===== src/rtl/dds_pport_pkg.sv =====
// Shared definitions for the DDS parallel-port responder and host sequencer.
// Control-bit positions here fix how host pins are packed into the synchronizer.
package dds_pport_pkg;

  typedef enum logic [1:0] {
    StIdle,
    StAddr,
    StData,
    StTail
  } pport_state_e;

  // FTW byte offsets from FTW_BASE, most significant byte first.
  localparam int unsigned FtwOff31 = 0;
  localparam int unsigned FtwOff23 = 1;
  localparam int unsigned FtwOff15 = 2;
  localparam int unsigned FtwOff7  = 3;

  // Control synchronizer lanes. CSB is carried inverted, so its rising edge is a CSB fall.
  localparam int unsigned CtrlW      = 5;
  localparam int unsigned CtrlCsbn   = 0;
  localparam int unsigned CtrlRwn    = 1;
  localparam int unsigned CtrlPclk   = 2;
  localparam int unsigned CtrlUpd    = 3;
  localparam int unsigned CtrlDdsRst = 4;

  // Reset treats CSB as already low, so a frame left open across reset cannot start.
  localparam logic [CtrlW-1:0] CtrlRstVal = 5'b00001;

endpackage


===== src/rtl/dds_pport_sync.sv =====
// Multi-bit flop-chain synchronizer with a registered copy for rising-edge detect.
module dds_pport_sync #(
  parameter int unsigned      Width    = 1,
  parameter int unsigned      Stages   = 2,
  parameter logic [Width-1:0] ResetVal = '0
) (
  input  logic             clk,
  input  logic             rstn,
  input  logic [Width-1:0] d,
  output logic [Width-1:0] q,
  output logic [Width-1:0] rise
);

  localparam int unsigned ChainW = Stages * Width;

  logic [ChainW-1:0] chain_q;
  logic [Width-1:0]  prev_q;

  always_ff @(posedge clk or negedge rstn) begin
    if (!rstn) begin
      chain_q <= {Stages{ResetVal}};
      prev_q  <= ResetVal;
    end else begin
      chain_q <= (chain_q << Width) | ChainW'(d);
      prev_q  <= q;
    end
  end

  assign q    = chain_q[ChainW-1 -: Width];
  assign rise = q & ~prev_q;

endmodule


===== src/rtl/dds_pport_responder.sv =====
// Chip-side responder for the DDS 8-bit parallel register port: shadow/active banks,
// address/data frame decode, read-back drive and the assembled frequency tuning word.
module dds_pport_responder
  import dds_pport_pkg::*;
#(
  parameter int unsigned ADDR_W      = 6,
  parameter int unsigned FTW_BASE    = 0,
  parameter int unsigned SYNC_STAGES = 2
) (
  input  logic              clk,
  input  logic              rstn,
  input  logic              dds_rst_i,
  input  logic              csb_i,
  input  logic              rwn_i,
  input  logic              pclk_i,
  input  logic [7:0]        pd_i,
  output logic [7:0]        pd_o,
  output logic              pd_oe,
  input  logic              io_update_i,
  input  logic [ADDR_W-1:0] act_addr_i,
  output logic [7:0]        act_data_o,
  output logic [31:0]       ftw_o,
  output logic              upd_pulse_o,
  output logic              wr_strobe_o,
  output logic              frame_err_o
);

  localparam int unsigned       Depth = 2 ** ADDR_W;
  localparam logic [ADDR_W-1:0] FtwA3 = ADDR_W'(FTW_BASE + FtwOff31);
  localparam logic [ADDR_W-1:0] FtwA2 = ADDR_W'(FTW_BASE + FtwOff23);
  localparam logic [ADDR_W-1:0] FtwA1 = ADDR_W'(FTW_BASE + FtwOff15);
  localparam logic [ADDR_W-1:0] FtwA0 = ADDR_W'(FTW_BASE + FtwOff7);

  logic [CtrlW-1:0] ctrl_in, ctrl_s, ctrl_rise;
  logic [7:0]       pd_s, pd_unused_rise;

  always_comb begin
    ctrl_in             = '0;
    ctrl_in[CtrlCsbn]   = ~csb_i;
    ctrl_in[CtrlRwn]    = rwn_i;
    ctrl_in[CtrlPclk]   = pclk_i;
    ctrl_in[CtrlUpd]    = io_update_i;
    ctrl_in[CtrlDdsRst] = dds_rst_i;
  end

  dds_pport_sync #(
    .Width   (CtrlW),
    .Stages  (SYNC_STAGES),
    .ResetVal(CtrlRstVal)
  ) u_ctrl_sync (
    .clk (clk),
    .rstn(rstn),
    .d   (ctrl_in),
    .q   (ctrl_s),
    .rise(ctrl_rise)
  );

  dds_pport_sync #(
    .Width   (8),
    .Stages  (SYNC_STAGES),
    .ResetVal(8'h00)
  ) u_pd_sync (
    .clk (clk),
    .rstn(rstn),
    .d   (pd_i),
    .q   (pd_s),
    .rise(pd_unused_rise)
  );

  logic csb_s, csb_fall, rwn_s, pclk_rise, upd_rise, dds_rst_s;
  assign csb_s     = ~ctrl_s[CtrlCsbn];
  assign csb_fall  = ctrl_rise[CtrlCsbn];
  assign rwn_s     = ctrl_s[CtrlRwn];
  assign pclk_rise = ctrl_rise[CtrlPclk];
  assign upd_rise  = ctrl_rise[CtrlUpd];
  assign dds_rst_s = ctrl_s[CtrlDdsRst];

  logic unused_sync;
  assign unused_sync = ^{pd_unused_rise, ctrl_s[CtrlPclk], ctrl_s[CtrlUpd],
                         ctrl_rise[CtrlRwn], ctrl_rise[CtrlDdsRst]};

  pport_state_e      state_q, state_d;
  logic [ADDR_W-1:0] addr_q, addr_d;
  logic              rw_q, rw_d, addr_ok_q, addr_ok_d;
  logic [7:0]        shadow_q [Depth];
  logic [7:0]        shadow_d [Depth];
  logic [7:0]        act_q [Depth];
  logic [7:0]        act_d [Depth];
  logic [7:0]        rd_data_q, rd_data_d, act_data_q, act_data_d;
  logic [31:0]       ftw_q, ftw_d;
  logic              oe_q, oe_d, upd_q, upd_d, wr_q, wr_d, err_q, err_d;

  always_comb begin
    state_d   = state_q;
    addr_d    = addr_q;
    rw_d      = rw_q;
    addr_ok_d = addr_ok_q;
    wr_d      = 1'b0;
    err_d     = err_q;

    unique case (state_q)
      StIdle: if (csb_fall) state_d = StAddr;
      StAddr: begin
        if (csb_s) begin
          state_d = StIdle;
        end else if (pclk_rise) begin
          addr_d    = pd_s[ADDR_W-1:0];
          rw_d      = rwn_s;
          addr_ok_d = (pd_s >> ADDR_W) == 8'h00;
          err_d     = err_q | ~addr_ok_d;
          state_d   = StData;
        end
      end
      StData: begin
        if (csb_s) begin
          state_d = StIdle;
          err_d   = 1'b1;
        end else if (pclk_rise) begin
          wr_d    = ~rw_q & addr_ok_q;
          state_d = StTail;
        end
      end
      StTail: begin
        if (csb_s) state_d = StIdle;
        else if (pclk_rise) err_d = 1'b1;
      end
      default: state_d = StIdle;
    endcase

    shadow_d = shadow_q;
    if (wr_d) shadow_d[addr_q] = pd_s;
    // Copying from shadow_d lets a same-cycle write land in the active bank too.
    act_d = act_q;
    if (upd_rise) act_d = shadow_d;
    upd_d = upd_rise;

    oe_d       = (state_d == StData) && rw_d;
    rd_data_d  = (oe_d && addr_ok_d) ? shadow_q[addr_d] : 8'h00;
    act_data_d = act_q[act_addr_i];
    ftw_d      = {act_q[FtwA3], act_q[FtwA2], act_q[FtwA1], act_q[FtwA0]};

    if (dds_rst_s) begin
      state_d    = StIdle;
      addr_d     = '0;
      rw_d       = 1'b0;
      addr_ok_d  = 1'b0;
      shadow_d   = '{default: 8'h00};
      act_d      = '{default: 8'h00};
      oe_d       = 1'b0;
      rd_data_d  = 8'h00;
      act_data_d = 8'h00;
      ftw_d      = 32'h0;
      upd_d      = 1'b0;
      wr_d       = 1'b0;
      err_d      = 1'b0;
    end
  end

  always_ff @(posedge clk or negedge rstn) begin
    if (!rstn) begin
      state_q    <= StIdle;
      addr_q     <= '0;
      rw_q       <= 1'b0;
      addr_ok_q  <= 1'b0;
      shadow_q   <= '{default: 8'h00};
      act_q      <= '{default: 8'h00};
      oe_q       <= 1'b0;
      rd_data_q  <= 8'h00;
      act_data_q <= 8'h00;
      ftw_q      <= 32'h0;
      upd_q      <= 1'b0;
      wr_q       <= 1'b0;
      err_q      <= 1'b0;
    end else begin
      state_q    <= state_d;
      addr_q     <= addr_d;
      rw_q       <= rw_d;
      addr_ok_q  <= addr_ok_d;
      shadow_q   <= shadow_d;
      act_q      <= act_d;
      oe_q       <= oe_d;
      rd_data_q  <= rd_data_d;
      act_data_q <= act_data_d;
      ftw_q      <= ftw_d;
      upd_q      <= upd_d;
      wr_q       <= wr_d;
      err_q      <= err_d;
    end
  end

  assign pd_o        = rd_data_q;
  assign pd_oe       = oe_q;
  assign act_data_o  = act_data_q;
  assign ftw_o       = ftw_q;
  assign upd_pulse_o = upd_q;
  assign wr_strobe_o = wr_q;
  assign frame_err_o = err_q;

endmodule


===== config.mk =====
export PLATFORM = sky130hd
export DESIGN_NAME = dds_pport_responder
export DESIGN_NICKNAME = d
export VERILOG_FILES = /design/src/rtl/dds_pport_pkg.sv /design/src/rtl/dds_pport_sync.sv /design/src/rtl/dds_pport_responder.sv
export SDC_FILE = /design/constraint.sdc
export NUM_CORES = 2
export LEC_CHECK = 0
export ABC_AREA = 1
export CORE_MARGIN = 8
export CORE_UTILIZATION = 60
export CTS_CLUSTER_SIZE = 8
export DETAILED_ROUTE_END_ITERATION = 10
export GPL_TIMING_DRIVEN = 0
export MAX_ROUTING_LAYER = met4
export PLACE_DENSITY = 0.74
export SLEW_MARGIN = 30
export SYNTH_ARGS = -nofsm -noshare
export SYNTH_HDL_FRONTEND = slang
export SYNTH_SLANG_ARGS = --single-unit

===== constraint.sdc =====
create_clock -name clk -period 2.3 [get_ports clk]
set_clock_uncertainty 0.05 [all_clocks]
set_input_delay 0.345 -clock clk [delete_from_list [all_inputs] [get_ports clk]]
set_output_delay 0.345 -clock clk [all_outputs]
set_load 0.02 [all_outputs]

==> flow_metrics.py, run 1 <==
metrics = {
    "global_route": {
        "track_usage_pct": 65.1,
        "grt-ovfl-total": 2,
        "grt_max_degree": 134,
    },
    "logic_synthesis": {
        "synth.distinct_cells": 35,
        "yosysWarnings": 0,
        "synth_seq_area_share_pct": 53.9,
        "synth_ff_type": "dfrtp_1",
        "synth-seq-cells": 1115,
        "async_flop_share_pct": 100,
        "syn_avg_cell_area_um2": 9.49,
        "synth_area_mm2": 0.0518,
        "synth_cells": 5457,
        "syn-num-nets": 5478,
        "synth_edf_count": 0,
    },
    "cts": {
        "cts_buffers": 157,
        "clock-sinks": 1115,
        "cts-htree-levels": 4,
        "cts_buffer_depth": 3,
        "cts_root_buffer": "clkbuf_16",
    },
    "status": {
        "first-error": "[ERROR GRT-0232] Routing congestion too high. Check the congestion heatmap in the GUI.",
        "haltStage": "global routing (5_1_grt)",
        "status": "aborted with a tool error",
    },
    "placement": {
        "placed_cells": 6685,
        "dpl_cell_area_mm2": 0.0545,
        "dp_hpwl_mm": 193,
        "portBuffers": 67,
        "place.gp.congestion": 1.23,
    },
    "floorplan": {
        "die_y_um": 310,
        "start_util_pct": 60.7,
        "pin_count": 73,
        "die_w_um": 310,
        "row_count": 107,
    },
}
## synth_stat cells, drive strengths merged (13+ instances only)
| cell type | instances | area (um2) |
|---|---|---|
| a211oi | 256 | 2240 |
| o21ai | 697 | 3500 |
| inv | 197 | 739 |
| o211ai | 91 | 683 |
| nand3 | 591 | 2990 |
| a21oi | 417 | 2150 |
| buf | 198 | 1140 |
| dfrtp | 1112 | 27800 |
| o22ai | 15 | 93.8 |
| mux2 | 360 | 4050 |
| clkbuf | 267 | 1000 |
| nand2 | 720 | 2710 |
| nor3 | 13 | 104 |
| nor2 | 509 | 2310 |
## logic make-up after synthesis
logic type / Yosys count / share of synthesized area [%]
flops: 1115 / 53.9
mux: 360 / 7.83
compound gates: 1477 / 16.7
simple gates: 1840 / 16.0
buf+inv: 665 / 5.61
## through the flow
stage / util [%] / worst slack [ns]
after detailed placement: 63.8 / -1.89
after global placement: 63.1 / -49.02
after CTS: 73.4 / -0.391
after floorplan: - / 0.196
## routing by layer
layer / GRT usage (%) / overflow
met5: - / -
met4: 57.5 / 0
met1: 66.6 / 0
met3: 53.8 / 0
met2: 75.4 / 2
## what timing repair did
action / 4_1_cts
pin swaps: 54
resized for setup: 782
setup buffers: 96
endpoints found under the setup margin: 899
hold buffers: 18
cloned: 7
hold endpoints to repair: 373
==> inputs of run 2 (changes only) <==
--- a/config.mk
+++ b/config.mk
@@ -7,12 +7,10 @@
 export LEC_CHECK = 0
 export ABC_AREA = 1
 export CORE_MARGIN = 8
-export CORE_UTILIZATION = 60
-export CTS_CLUSTER_SIZE = 8
+export CORE_UTILIZATION = 40
 export DETAILED_ROUTE_END_ITERATION = 10
 export GPL_TIMING_DRIVEN = 0
-export MAX_ROUTING_LAYER = met4
-export PLACE_DENSITY = 0.74
+export PLACE_DENSITY_LB_ADDON = 0.15
 export SLEW_MARGIN = 30
 export SYNTH_ARGS = -nofsm -noshare
 export SYNTH_HDL_FRONTEND = slang
==> run 2 against run 1 <==
  * Synthesized area unchanged
  * Synthesized cell count stayed put
  * The flow now finishes, with violations (hold timing, setup timing)
==> flow_metrics.py, run 2 <==
metrics = {
    "status": {
        "status": "complete, but fails checks",
        "violations": "hold timing, setup timing",
    },
    "logic_synthesis": {
        "synth.most_common_cell": "dfrtp_1",
        "async_flop_share_pct": 100,
        "synth_ff_type": "dfrtp_1",
        "synth_area_leader_cell": "dfrtp_1",
        "synth-seq-cells": 1115,
        "yosysWarnings": 0,
        "synth_commonest_cells": "dfrtp_1, nand2_1, o21ai_0",
        "synth_area_leaders": "dfrtp_1, mux2_2, o21ai_0",
        "synth_edf_count": 0,
        "synth_seq_area_share_pct": 53.9,
        "synth.top_cell.area_share_pct": 53.7,
        "syn-num-nets": 5478,
        "synth.distinct_cells": 35,
        "synth_area_mm2": 0.0518,
        "syn_avg_cell_area_um2": 9.49,
        "synth_cells": 5457,
    },
    "routing": {
        "drt_first_pass_iters": 9,
        "routed_wl_mm": 322,
        "postRouteAntennaNets": 0,
        "avgViaCountPerCell": 6.64,
        "vias": 52300,
        "drcViolationCount": 0,
        "drt_first_iter_violations": 9430,
        "wl_per_cell_um": 40.9,
    },
    "critical_path": {
        "cp_max_fo": 10,
        "critical_path_class": "reg2reg",
        "r2r-start": "u_ctrl_sync.chain_q[5]$_DFF_PN1_",
        "end_kind": "register",
        "r2r_slack_ns": -0.62,
        "worstPathRequired_ns": 2.94,
        "startpoint": "u_ctrl_sync.chain_q[5]$_DFF_PN1_",
        "timing.rr.end": "pd_o[4]$_DFF_PN0_",
        "start_kind": "register",
        "rr_worst_depth": 11,
        "cp.arrival_ns": 3.56,
        "crit_end": "pd_o[4]$_DFF_PN0_",
    },
    "floorplan": {
        "coreArea_mm2": 0.129,
        "die_area_mm2": 0.141,
        "die_w_um": 376,
        "start_util_pct": 40.2,
        "row_count": 132,
        "pin_count": 73,
        "die_y_um": 376,
    },
    "global_route": {
        "antenna_found_initial": 39,
        "grt_max_degree": 130,
        "grt-ovfl-total": 0,
        "grt_pass1_vias": 48000,
        "grt_pass1_wl_mm": 422,
        "track_usage_pct": 43.9,
    },
    "cts": {
        "tritoncts": "done",
        "clk_pin_slew_worst_paths_ns": 0.06,
        "cts-htree-levels": 4,
        "cts_hold_buffers": 17,
        "cts_buffer_depth": 3,
        "clock-sinks": 1115,
        "cts_root_buffer": "clkbuf_16",
        "cts_buffers": 131,
        "worstSkewPairLatency_ns": 0.85,
    },
    "timing": {
        "period_needed_ns": 2.92,
        "tightest_slew_ns": 1.16,
        "fin_hold_ws_ns": -0.614,
        "rsz0062_at_grt": "true",
        "hold_viol_final": 256,
        "fin_ws_ns": -0.618,
        "setup_viol": 628,
        "slew_headroom_pct": 22.5,
        "period_share_pct": 127,
        "report.final.slew_viol_count": 0,
        "max_freq_mhz": 343,
    },
    "power": {
        "power_density_mw_per_mm2": 691,
        "p_leak_nw": 29.8,
        "ir_drop_v": 0.000757,
    },
    "final_layout": {
        "final_area_mm2": 0.0677,
        "final_layout_size_suffix_gt1_share_pct": 29.0,
        "stdcell_count": 7869,
        "layout_commonest_cell": "dfrtp_1",
        "final_nets": 5987,
        "area_delta_synth_final_pct": 30.6,
        "final_util_pct": 52.5,
        "fill_cells": 11700,
        "layout_common_cells": "dfrtp_1, nand2_1, o21ai_0",
    },
    "placement": {
        "dpl_cell_area_mm2": 0.0559,
        "dp_hpwl_mm": 218,
        "portBuffers": 67,
        "place_ws_ns": -2.08,
        "placed_cells": 7308,
        "place.gp.congestion": 1.12,
    },
    "run": {
        "drv_cap": 0,
    },
    "hold_path": {
        "hp-class": "in2async",
    },
}
run 2: cell counts after synthesis:
No cell type changed its count.
run 2: routing by layer:
metal	vias to the layer above	part of all wire, %	track usage (%)	wire [um]
li1	20000	-	-	-
met3	1542	16	23.5	51100
met5	-	0.21	2.37	678
met1	25800	36	53.5	116000
met4	20	10	34.6	33100
met2	4919	38	56.6	121000
run 2: report_power, final:
group | switching, W | internal (W) | total [W]
Sequential | 0.0000371 | 0.0197 | 0.0197
Clock | 0.00916 | 0.0128 | 0.0220
Combinational | 0.00396 | 0.00109 | 0.00505
Total | 0.0132 | 0.0336 | 0.0467
run 2: timing repair:
action / in CTS / in global routing
setup buffers: 149 / 63
setup endpoints to repair: 974 / 921
gates cloned: 27 / 13
pin swaps: 93 / 44
endpoints found under the hold margin: 213 / 97
gates resized for setup: 1025 / 193
run 2: logic make-up (layout without fill, tap and decap cells):
kind of cell,count (synthesis),in the layout,share of synthesized area (%)
AOI/OAI and AO/OA,1477,1477,16.7
buffers and inverters,665,1271,5.61
DFF,1115,1115,53.9
muxes,360,360,7.83
other,0,64,0
and+or+nand+nor,1840,1840,16.0
run 2: final cells by class:
cell class / count / area, um2 / share of cell area, %
Sequential cell: 1115 / 27900 / 41.2
Multi-Input combinational cell: 3677 / 23200 / 34.3
Timing Repair Buffer: 377 / 4720 / 6.97
Buffer: 463 / 4330 / 6.40
Clock buffer: 186 / 3750 / 5.54
Tap cell: 1742 / 2180 / 3.22
Inverter: 200 / 803 / 1.19
Clock inverter: 44 / 627 / 0.926
Antenna cell: 64 / 160 / 0.237
Timing Repair inverter: 1 / 6.26 / 0.00924
run 2: per-stage QoR:
step | hold slack, ns | TNS, ns | total power (W)
after CTS | -0.580 | -44.17 | 0.0461
after global placement | 0.283 | - | 0.0238
after detailed placement | 0.270 | -714.80 | 0.0242
after floorplan | -0.000591 | 0 | 0.0214
after global routing | -0.553 | -109.74 | 0.0472
final | -0.614 | -75.70 | 0.0467
run 2: worst max-delay path: stages (launching register included):
cell      delay (ns)
dfstp_2         0.56
nand2_1         0.07
inv_2           0.07
nand3_4         0.17
buf_12          0.22
o21ai_4         0.34
clkbuf_2        0.53
nand3_1         0.25
nand3_1         0.20
nand3_1         0.10
nand2_1         0.13
nor2_4          0.07
run 2: worst min-delay path by stage:
stage	to	startpoint	slack, ns
after floorplan	act_data_o[0]$_DFF_PN0_	rstn	-0.0006
after global placement	u_ctrl_sync.chain_q[9]$_DFF_PN0_	u_ctrl_sync.chain_q[4]$_DFF_PN0_	0.28
after detailed placement	u_ctrl_sync.chain_q[2]$_DFF_PN0_	rstn	0.27
after CTS	u_ctrl_sync.chain_q[2]$_DFF_PN0_	rstn	-0.58
after global routing	u_ctrl_sync.chain_q[2]$_DFF_PN0_	rstn	-0.55
final	u_ctrl_sync.chain_q[2]$_DFF_PN0_	rstn	-0.61
No activity file was read; power rests on OpenSTA's default activity.
